===== config.mk =====
export PLATFORM = sky130hd
export DESIGN_NAME = id_ex_reg
export DESIGN_NICKNAME = d
export VERILOG_FILES = /design/src/rtl/id_ex_reg.sv
export SDC_FILE = /design/constraint.sdc
export NUM_CORES = 1
export LEC_CHECK = 0
export ABC_AREA = 0
export CELL_PAD_IN_SITES_DETAIL_PLACEMENT = 1
export CELL_PAD_IN_SITES_GLOBAL_PLACEMENT = 1
export CORE_ASPECT_RATIO = 1.4
export CORE_MARGIN = 2
export CORE_UTILIZATION = 25
export CTS_CLUSTER_SIZE = 25
export DETAILED_ROUTE_END_ITERATION = 8
export GPL_TIMING_DRIVEN = 0
export PLACE_DENSITY = 0.85
export SLEW_MARGIN = 30
export SYNTH_ARGS = -nofsm -noshare
export SYNTH_HDL_FRONTEND = slang
export SYNTH_SLANG_ARGS = --single-unit

===== constraint.sdc =====
create_clock -name clk -period 1.7 [get_ports clk]
set_input_delay 0.17 -clock clk [delete_from_list [all_inputs] [get_ports clk]]
set_output_delay 0.17 -clock clk [all_outputs]
set_load 0.01 [all_outputs]

===== src/rtl/id_ex_reg.sv =====
// ID/EX pipeline register: latches decoded operands/control for the execute stage,
// detects load-use hazards, inserts bubbles on hazard/flush, and counts hazard bubbles.
module id_ex_reg #(
    parameter int          DW          = 32,
    parameter logic [1:0]  WD_SEL_LOAD = 2'b01,
    parameter int          CNT_W       = 16
) (
    input  logic             clk,
    input  logic             rst,
    input  logic             stall_in,
    input  logic             flush,
    input  logic             id_valid,
    input  logic [DW-1:0]    id_pc,
    input  logic [DW-1:0]    id_pc4,
    input  logic [DW-1:0]    id_rD1,
    input  logic [DW-1:0]    id_rD2,
    input  logic [DW-1:0]    id_ext,
    input  logic [4:0]       id_rs1,
    input  logic [4:0]       id_rs2,
    input  logic [4:0]       id_rd,
    input  logic             id_re1,
    input  logic             id_re2,
    input  logic             id_alub_sel,
    input  logic [3:0]       id_alu_op,
    input  logic             id_rf_we,
    input  logic [1:0]       id_wd_sel,
    input  logic             id_ram_we,
    input  logic [2:0]       id_branch,
    input  logic             id_jump,
    output logic             ex_valid,
    output logic [DW-1:0]    ex_pc,
    output logic [DW-1:0]    ex_pc4,
    output logic [DW-1:0]    ex_rD1,
    output logic [DW-1:0]    ex_rD2,
    output logic [DW-1:0]    ex_ext,
    output logic [4:0]       ex_rs1,
    output logic [4:0]       ex_rs2,
    output logic [4:0]       ex_rd,
    output logic             ex_alub_sel,
    output logic [3:0]       ex_alu_op,
    output logic             ex_rf_we,
    output logic [1:0]       ex_wd_sel,
    output logic             ex_ram_we,
    output logic [2:0]       ex_branch,
    output logic             ex_jump,
    output logic             hazard_stall,
    output logic [CNT_W-1:0] bubble_cnt
);

    typedef struct packed {
        logic          valid;
        logic [DW-1:0] pc;
        logic [DW-1:0] pc4;
        logic [DW-1:0] rd1;
        logic [DW-1:0] rd2;
        logic [DW-1:0] ext;
        logic [4:0]    rs1;
        logic [4:0]    rs2;
        logic [4:0]    rd;
        logic          alub_sel;
        logic [3:0]    alu_op;
        logic          rf_we;
        logic [1:0]    wd_sel;
        logic          ram_we;
        logic [2:0]    branch;
        logic          jump;
    } ex_fields_t;

    ex_fields_t       fields_reg, fields_next, id_fields;
    logic [CNT_W-1:0] cnt_reg, cnt_next;
    logic             ex_is_load;
    logic             ld_use;
    logic [4:0]       src_rs  [2];
    logic             src_re  [2];
    logic             src_hit [2];

    always_comb begin
        id_fields          = '0;
        id_fields.valid    = id_valid;
        id_fields.pc       = id_pc;
        id_fields.pc4      = id_pc4;
        id_fields.rd1      = id_rD1;
        id_fields.rd2      = id_rD2;
        id_fields.ext      = id_ext;
        id_fields.rs1      = id_rs1;
        id_fields.rs2      = id_rs2;
        id_fields.rd       = id_rd;
        id_fields.alub_sel = id_alub_sel;
        id_fields.alu_op   = id_alu_op;
        id_fields.rf_we    = id_rf_we;
        id_fields.wd_sel   = id_wd_sel;
        id_fields.ram_we   = id_ram_we;
        id_fields.branch   = id_branch;
        id_fields.jump     = id_jump;
    end

    // A load in EX writing a nonzero register that the decode instruction reads
    assign ex_is_load = fields_reg.valid & fields_reg.rf_we &
                        (fields_reg.wd_sel == WD_SEL_LOAD) & (fields_reg.rd != 5'd0);

    assign src_rs[0] = id_rs1;
    assign src_rs[1] = id_rs2;
    assign src_re[0] = id_re1;
    assign src_re[1] = id_re2;

    generate
        for (genvar gi = 0; gi < 2; gi++) begin : g_src
            assign src_hit[gi] = src_re[gi] & (src_rs[gi] == fields_reg.rd);
        end
    endgenerate

    assign ld_use       = ex_is_load & id_valid & (src_hit[0] | src_hit[1]);
    assign hazard_stall = ld_use & ~flush;

    // Flush beats stall so a resolved branch is never lost; a held register never counts
    always_comb begin
        fields_next = fields_reg;
        cnt_next    = cnt_reg;
        if (flush) begin
            fields_next = '0;
        end else if (stall_in) begin
            fields_next = fields_reg;
        end else if (ld_use) begin
            fields_next = '0;
            if (cnt_reg != {CNT_W{1'b1}}) begin
                cnt_next = cnt_reg + 1'b1;
            end
        end else begin
            fields_next = id_fields;
        end
    end

    always_ff @(posedge clk) begin
        if (rst) begin
            fields_reg <= '0;
            cnt_reg    <= '0;
        end else begin
            fields_reg <= fields_next;
            cnt_reg    <= cnt_next;
        end
    end

    assign ex_valid    = fields_reg.valid;
    assign ex_pc       = fields_reg.pc;
    assign ex_pc4      = fields_reg.pc4;
    assign ex_rD1      = fields_reg.rd1;
    assign ex_rD2      = fields_reg.rd2;
    assign ex_ext      = fields_reg.ext;
    assign ex_rs1      = fields_reg.rs1;
    assign ex_rs2      = fields_reg.rs2;
    assign ex_rd       = fields_reg.rd;
    assign ex_alub_sel = fields_reg.alub_sel;
    assign ex_alu_op   = fields_reg.alu_op;
    assign ex_rf_we    = fields_reg.rf_we;
    assign ex_wd_sel   = fields_reg.wd_sel;
    assign ex_ram_we   = fields_reg.ram_we;
    assign ex_branch   = fields_reg.branch;
    assign ex_jump     = fields_reg.jump;
    assign bubble_cnt  = cnt_reg;

endmodule


==> results of run 1 <==
## timing repair
| action | in CTS | in global routing |
|---|---|---|
| gates cloned | 4 | 22 |
| setup buffers | 14 | 10 |
| endpoints found under the setup margin | 210 | 218 |
| pin swaps | 18 | 276 |
| resized for setup | 184 | 217 |
## stage by stage
step	total power [mW]	worst slack, ns
2_1_floorplan	5.63	-0.101
3_5_place_dp	6.59	-1.49
5_1_grt	12.2	-0.501
4_1_cts	11.4	-0.258
6_report	11.8	-0.524
3_3_place_gp	6.54	-1.40
## sequential cells by signal, summed over array words and instances, names as in the netlist, 5 cells and up
register    cells
ex_rd           5
ex_pc4         32
ex_ext         32
ex_rs1          5
bubble_cnt     16
ex_rs2          5
ex_rD2         32
ex_rD1         32
ex_pc          32
## cell families after synthesis
logic type	count (synthesis)	share of synthesized area, %
mux	1	0.141
fa+ha+maj	1	0.176
simple gates	243	14.3
compound gates	216	22.4
buf+inv	67	3.87
flops	205	57.6
xor+xnor	12	1.48
## power groups by stage
stage               clock, mW  combinational [mW]  sequential, mW
floorplan                   0               0.445            5.18
global placement            0                1.41            5.12
detailed placement          0                1.45            5.13
CTS                      4.68                1.65            5.03
global route             4.98                2.14            5.07
finish                   4.69                2.05            5.06
## worst max-delay path: stages, from the launching register on
cell and delay, ns:
dfxtp_2 0.35, nand2b_4 0.15, a211oi_4 0.30, nor4b_4 0.35, buf_4 0.21, nand2_4 0.07, or4_1 0.43, a21oi_1 0.26
## cell usage after synthesis (all sizes together)
cell,number
nand3,8
and3,2
ha,1
or4b,1
xor2,2
or3,4
xnor2,10
nand2b,1
nor2b,1
nor4,1
nor2,196
buf,16
o22ai,1
nand2,11
clkbuf,50
a22oi,189
o31ai,6
o21ai,5
nor3,1
inv,1
nand4,6
a21oi,13
a211oi,1
dfxtp,205
mux2i,1
or4,7
o41ai,1
or2,3
nor4b,1
## layout make-up
type                       instances  share of cell area (%)
multi-input combinational        474                    27.0
clock inverter                     5                   0.417
inverter                           1                  0.0255
sequential                       205                    28.3
timing repair buffer             447                    32.9
tap                              375                    3.19
clock buffer                      30                    4.07
buffer                            65                    4.17
## worst max-delay path by stage
stage | slack, ns | from | depth (start not counted) | endpoint
2_1_floorplan | -0.10 | ex_rf_we$_SDFFE_PP0N_ | 8 | bubble_cnt[8]$_SDFFE_PP0P_
3_3_place_gp | -1.40 | id_rs1[1] | 9 | ex_pc4[18]$_SDFFE_PP0N_
3_5_place_dp | -1.49 | id_rs1[1] | 9 | ex_pc4[15]$_SDFFE_PP0N_
4_1_cts | -0.26 | ex_rd[3]$_SDFFE_PP0N_ | 8 | bubble_cnt[5]$_SDFFE_PP0P_
5_1_grt | -0.50 | ex_rd[3]$_SDFFE_PP0N_ | 8 | bubble_cnt[15]$_SDFFE_PP0P_
6_report | -0.52 | ex_wd_sel[1]$_SDFFE_PP0N_ | 7 | bubble_cnt[9]$_SDFFE_PP0P_
## routing by layer
layer | global-route usage [%] | up-vias | part of all wire (%)
met1 | 21.8 | 4134 | 34
met3 | 6.98 | 104 | 8.1
met5 | 0 | - | 0
met4 | 8.74 | 0 | 4.5
li1 | - | 3623 | -
met2 | 44.0 | 442 | 53
==> metrics.yaml, run 1 <==
r2r_end: "bubble_cnt[9]$_SDFFE_PP0P_"
cts_made_buffers: 21
dieArea_sq_um: 29900
io_pins: 401
worst_slack_ns: -0.524
multi_input_area_sq_um: 3970
num_rows: 73
hold_viol_final: 0
mostFrequentLayoutCell: "clkdlybuf4s50_1"
hold_slack_ns: 0.158
clk_latency_ns: 0.52
netlist.top_cell.by_area: "dfxtp_1"
clock_power_share_pct: 39.8
ff2ff_path_depth: 7
yosys.area.top_type_share_pct: 57.6
setup_viol_count_final: 209
holdCritStartpoint: "rst"
hold_buffers: 0
nNetsFinal: 1411
grt_max_degree: 15
avgSynthCellArea_sq_um: 9.56
initialDrtViolationCount: 315
final-seq-area_sq_um: 4160
first_pass_iters: 4
yosys-top-cells-area: "dfxtp_1 58%, a22oi_1 20%, nor2_1 10%, clkbuf_1 2.6%, xnor2_1 1.2%"
hold_end: "bubble_cnt[2]$_SDFFE_PP0P_"
min_path_type: "in2reg"
drive_gt1_share_pct: 30.4
postSynthCellCount: 745
cp_max_fo: 4
p_sw_mw: 3.10
r2r_setup_slack_ns: -0.52
initial_utilization_pct: 25.2
powerDensity_nw_per_um2: 801
seq_area_frac_synth_pct: 57.6
root_buffer: "clkbuf_16"
antenna_left: 0
die_w_um: 147
vdd_drop_max_mv: 0.719
end_kind: "register"
fin_util_pct: 52.1
dp_cells: 1519
p_leak_nw: 5.41
clock.fmax_mhz: 450
layout_common_cells: "386 x clkdlybuf4s50_1, 194 x nor2_1, 187 x a22oi_2"
synth_nets: 941
io_buffers: 399
dpl.hpwl_um: 24100
antenna_found_initial: 0
clockBufferDepth: 3
n_antenna_cell: 0
gp_congestion: 0.838
core_sq_um: 28200
crit_type: "reg2reg"
period_minus_slack_ns: 2.22
final_cells: 1602
cp.required_ns: 2.11
violations: "setup timing"
vias: 8303
via_per_inst: 5.18
grt_pass1_wl_um: 52600
start_kind: "register"
postLayoutCellArea_sq_um: 14700
grt_remaining_overflow: 0
maxSlewHeadroom_pct: 47.9
netlist_area_sq_um: 7120
maxCapViolations: 0
fin_crit_sh_pct: 131
clkTransAtPathRegs_ns: 0.08
arrival_ns: 2.63
grt_pass1_vias: 8931
drt-total-wl_um: 41900
dpl_cell_area_sq_um: 11700
clock-sinks: 205
status: "complete, but fails checks"
die_h_um: 204
synth_warnings: 0
power.internal_mw: 8.69
pwr-share-comb_pct: 17.4
track_usage_pct: 22.5
ys_types: 33
wl_per_cell_um: 26.1
p_sw_share_pct: 26.3
synth-seq-cells: 205
setup_tns_ns: -64.30
maxSlewViolCount: 0
skew_ns: 0.0244
syn2layout_area_growth_pct: 107
min_path_cells: 2
drc: 0
rsz0062_at_grt: "true"
worst_slew_pin_slew_ns: 0.781
reg2reg_from: "ex_wd_sel[1]$_SDFFE_PP0N_"
pwr-share-seq_pct: 42.9
cts-htree-levels: 1
nFillCells: 2890
cts_tree: "done"
No activity file was read; power rests on OpenSTA's default activity.
==> inputs of run 2 (changes only) <==
ABC_CLOCK_PERIOD_IN_PS = 1700   (was unset)
MAX_ROUTING_LAYER = met4   (was unset)
==> metrics.yaml, run 2 (synthesized netlist as in run 1, its figures left out) <==
status: "complete, but fails checks"
violations: "setup timing"
crit_buf_inv: 1  # unchanged
rsz0062_at_grt: "true"
p_leak_nw: 5.42  # +0.18%
initialDrtViolationCount: 265  # -16%
die_h_um: 204  # unchanged
antenna_found_initial: 0  # unchanged
vdd_drop_max_mv: 0.714  # -0.72%
clkTransAtPathRegs_ns: 0.08  # about the same
skew_ns: 0.0168  # -0.00763 ns
worst_slack_ns: -0.510  # +0.0142 ns
grt_remaining_overflow: 0  # unchanged
total_power_mw: 11.8  # -0.19%
hold_viol_final: 0  # unchanged
io_buffers: 399  # unchanged
dpl.hpwl_um: 24100  # unchanged
setup_viol_count_final: 207  # -0.96%
layout_common_cells: "386 x clkdlybuf4s50_1, 194 x nor2_1, 187 x a22oi_2"
clock.fmax_mhz: 453  # +0.64%
mostFrequentLayoutCell: "clkdlybuf4s50_1"
cp-startpoint: "ex_rd[3]$_SDFFE_PP0N_"
first_pass_iters: 4  # unchanged
hold_buffers: 0  # unchanged
nFillCells: 2879  # -0.38%
grt_max_degree: 15  # unchanged
min_path_type: "in2reg"
grt_pass1_wl_um: 52500  # -0.26%
num_rows: 73  # unchanged
fin_crit_sh_pct: 130  # -0.84 points
cts_tree: "done"
worst_slew_pin_slew_ns: 0.768  # -0.0134 ns
clockBufferDepth: 3  # unchanged
cp_num_cells: 7  # unchanged
crit_family: "simple AND/OR/NAND/NOR gates"
core_sq_um: 28200  # unchanged
cp_max_fo: 4  # unchanged
root_buffer: "clkbuf_16"
period_minus_slack_ns: 2.21  # -0.0142 ns
dieArea_sq_um: 29900  # unchanged
clk_latency_ns: 0.51  # about the same
powerDensity_nw_per_um2: 799  # -0.33%
r2r_end: "bubble_cnt[15]$_SDFFE_PP0P_"
initial_utilization_pct: 25.2  # unchanged
syn2layout_area_growth_pct: 107
wl_per_cell_um: 26.5  # +1.3%
setup_tns_ns: -68.45  # -4.14 ns
cts-htree-levels: 1  # unchanged
n_antenna_cell: 0  # unchanged
drive_gt1_share_pct: 30.5  # +0.14 points
clock-sinks: 205  # unchanged
maxCapViolations: 0  # unchanged
vias: 8374  # +0.86%
nNetsFinal: 1412  # +0.071%
place_ws_ns: -1.49  # unchanged
max_stage_delay_ns: 0.44  # about the same
via_per_inst: 5.22  # +0.79%
cp_cell_sequence: "nor2_4 > a211oi_4 > nor4b_4 > buf_4 > nand2_4 > or4_1 > a21oi_1"
crit_slowest_cell: "or4_1"
postLayoutCellArea_sq_um: 14700  # +0.14%
cts_made_buffers: 21  # unchanged
grt_pass1_vias: 8931  # unchanged
reg2reg_from: "ex_rd[3]$_SDFFE_PP0N_"
dpl_cell_area_sq_um: 11700  # unchanged
gp_congestion: 0.851  # +1.6%
drc: 0  # unchanged
io_pins: 401  # unchanged
ff2ff_path_depth: 7  # unchanged
final_cells: 1603  # +0.062%
arrival_ns: 2.62  # about the same
die_w_um: 147  # unchanged
antenna_left: 0  # unchanged
crit_type: "reg2reg"
cp-endpoint: "bubble_cnt[15]$_SDFFE_PP0P_"
maxSlewViolCount: 0  # unchanged
end_kind: "register"
dp_cells: 1519  # unchanged
maxSlewHeadroom_pct: 48.8  # +0.89 points
r2r_setup_slack_ns: -0.51  # about the same
track_usage_pct: 23.2  # +0.69 points
cp.required_ns: 2.11  # about the same
drt-total-wl_um: 42500  # +1.4%
start_kind: "register"
-- run 2: changes by cell type in the layout (fill, tap and decap cells not counted) --
| cell | change |
|---|---|
| dfxtp_2 | +1 |
| dfxtp_1 | -1 |
| buf_12 | +1 |
-- run 2: layer usage --
metal | routed length (um) | global-route usage, % | vias to the layer above
li1 | - | - | 3636
met1 | 14400 | 22.5 | 4139
met2 | 22700 | 44.2 | 464
met3 | 3200 | 6.02 | 135
met4 | 2170 | 8.15 | 0
met5 | 0 | - | -
-- run 2: repair_timing --
item                                    4_1_cts  5_1_grt
gates resized for setup                     184      218
endpoints found under the setup margin      210      218
hold endpoints to repair                      0        0
cloned                                        4       22
setup buffers                                14       11
pin swaps                                    18      278
-- run 2: worst register-to-register path: cells and delay by family, from the launching register on --
kind	cells	cell delay, ns
flops	1	0.43
compound gates	2	0.56
buf+inv	1	0.20
simple gates	4	0.93
-- run 2: area by class of cell --
class,count,area (sq um),share of cell area [%]
clock buffer,30,599,4.07
sequential,205,4160,28.2
buffer,65,613,4.16
multi-input combinational,474,3970,26.9
tap,375,469,3.18
clock inverter,5,61.3,0.416
timing repair buffer,448,4860,33.0
inverter,1,3.75,0.0255
-- run 2: worst min-delay path by stage --
| stage | slack (ns) | depth (start not counted) | start | to |
|---|---|---|---|---|
| floorplan | 0.31 | 2 | id_rd[0] | ex_rd[0]$_SDFFE_PP0N_ |
| global placement | 0.48 | 2 | bubble_cnt[14]$_SDFFE_PP0P_ | bubble_cnt[14]$_SDFFE_PP0P_ |
| detailed placement | 0.50 | 2 | ex_pc4[31]$_SDFFE_PP0N_ | ex_pc4[31]$_SDFFE_PP0N_ |
| CTS | 0.06 | 2 | rst | bubble_cnt[2]$_SDFFE_PP0P_ |
| global route | 0.16 | 2 | rst | bubble_cnt[5]$_SDFFE_PP0P_ |
| finish | 0.17 | 2 | rst | bubble_cnt[7]$_SDFFE_PP0P_ |
-- run 2: through the flow --
| stage | hold WS (ns) | utilization, % |
|---|---|---|
| after floorplan | 0.313 | - |
| after global placement | 0.480 | 41.3 |
| after detailed placement | 0.502 | 41.3 |
| after CTS | 0.0569 | 46.9 |
| after global routing | 0.158 | 52.2 |
| final | 0.174 | 52.2 |
-- run 2: report_power, final --
part           switching, mW  leakage [nW]  internal (mW)
Combinational          0.903          3.42           1.16
Clock                   2.04         0.324           2.61
Sequential             0.129          1.68           4.93
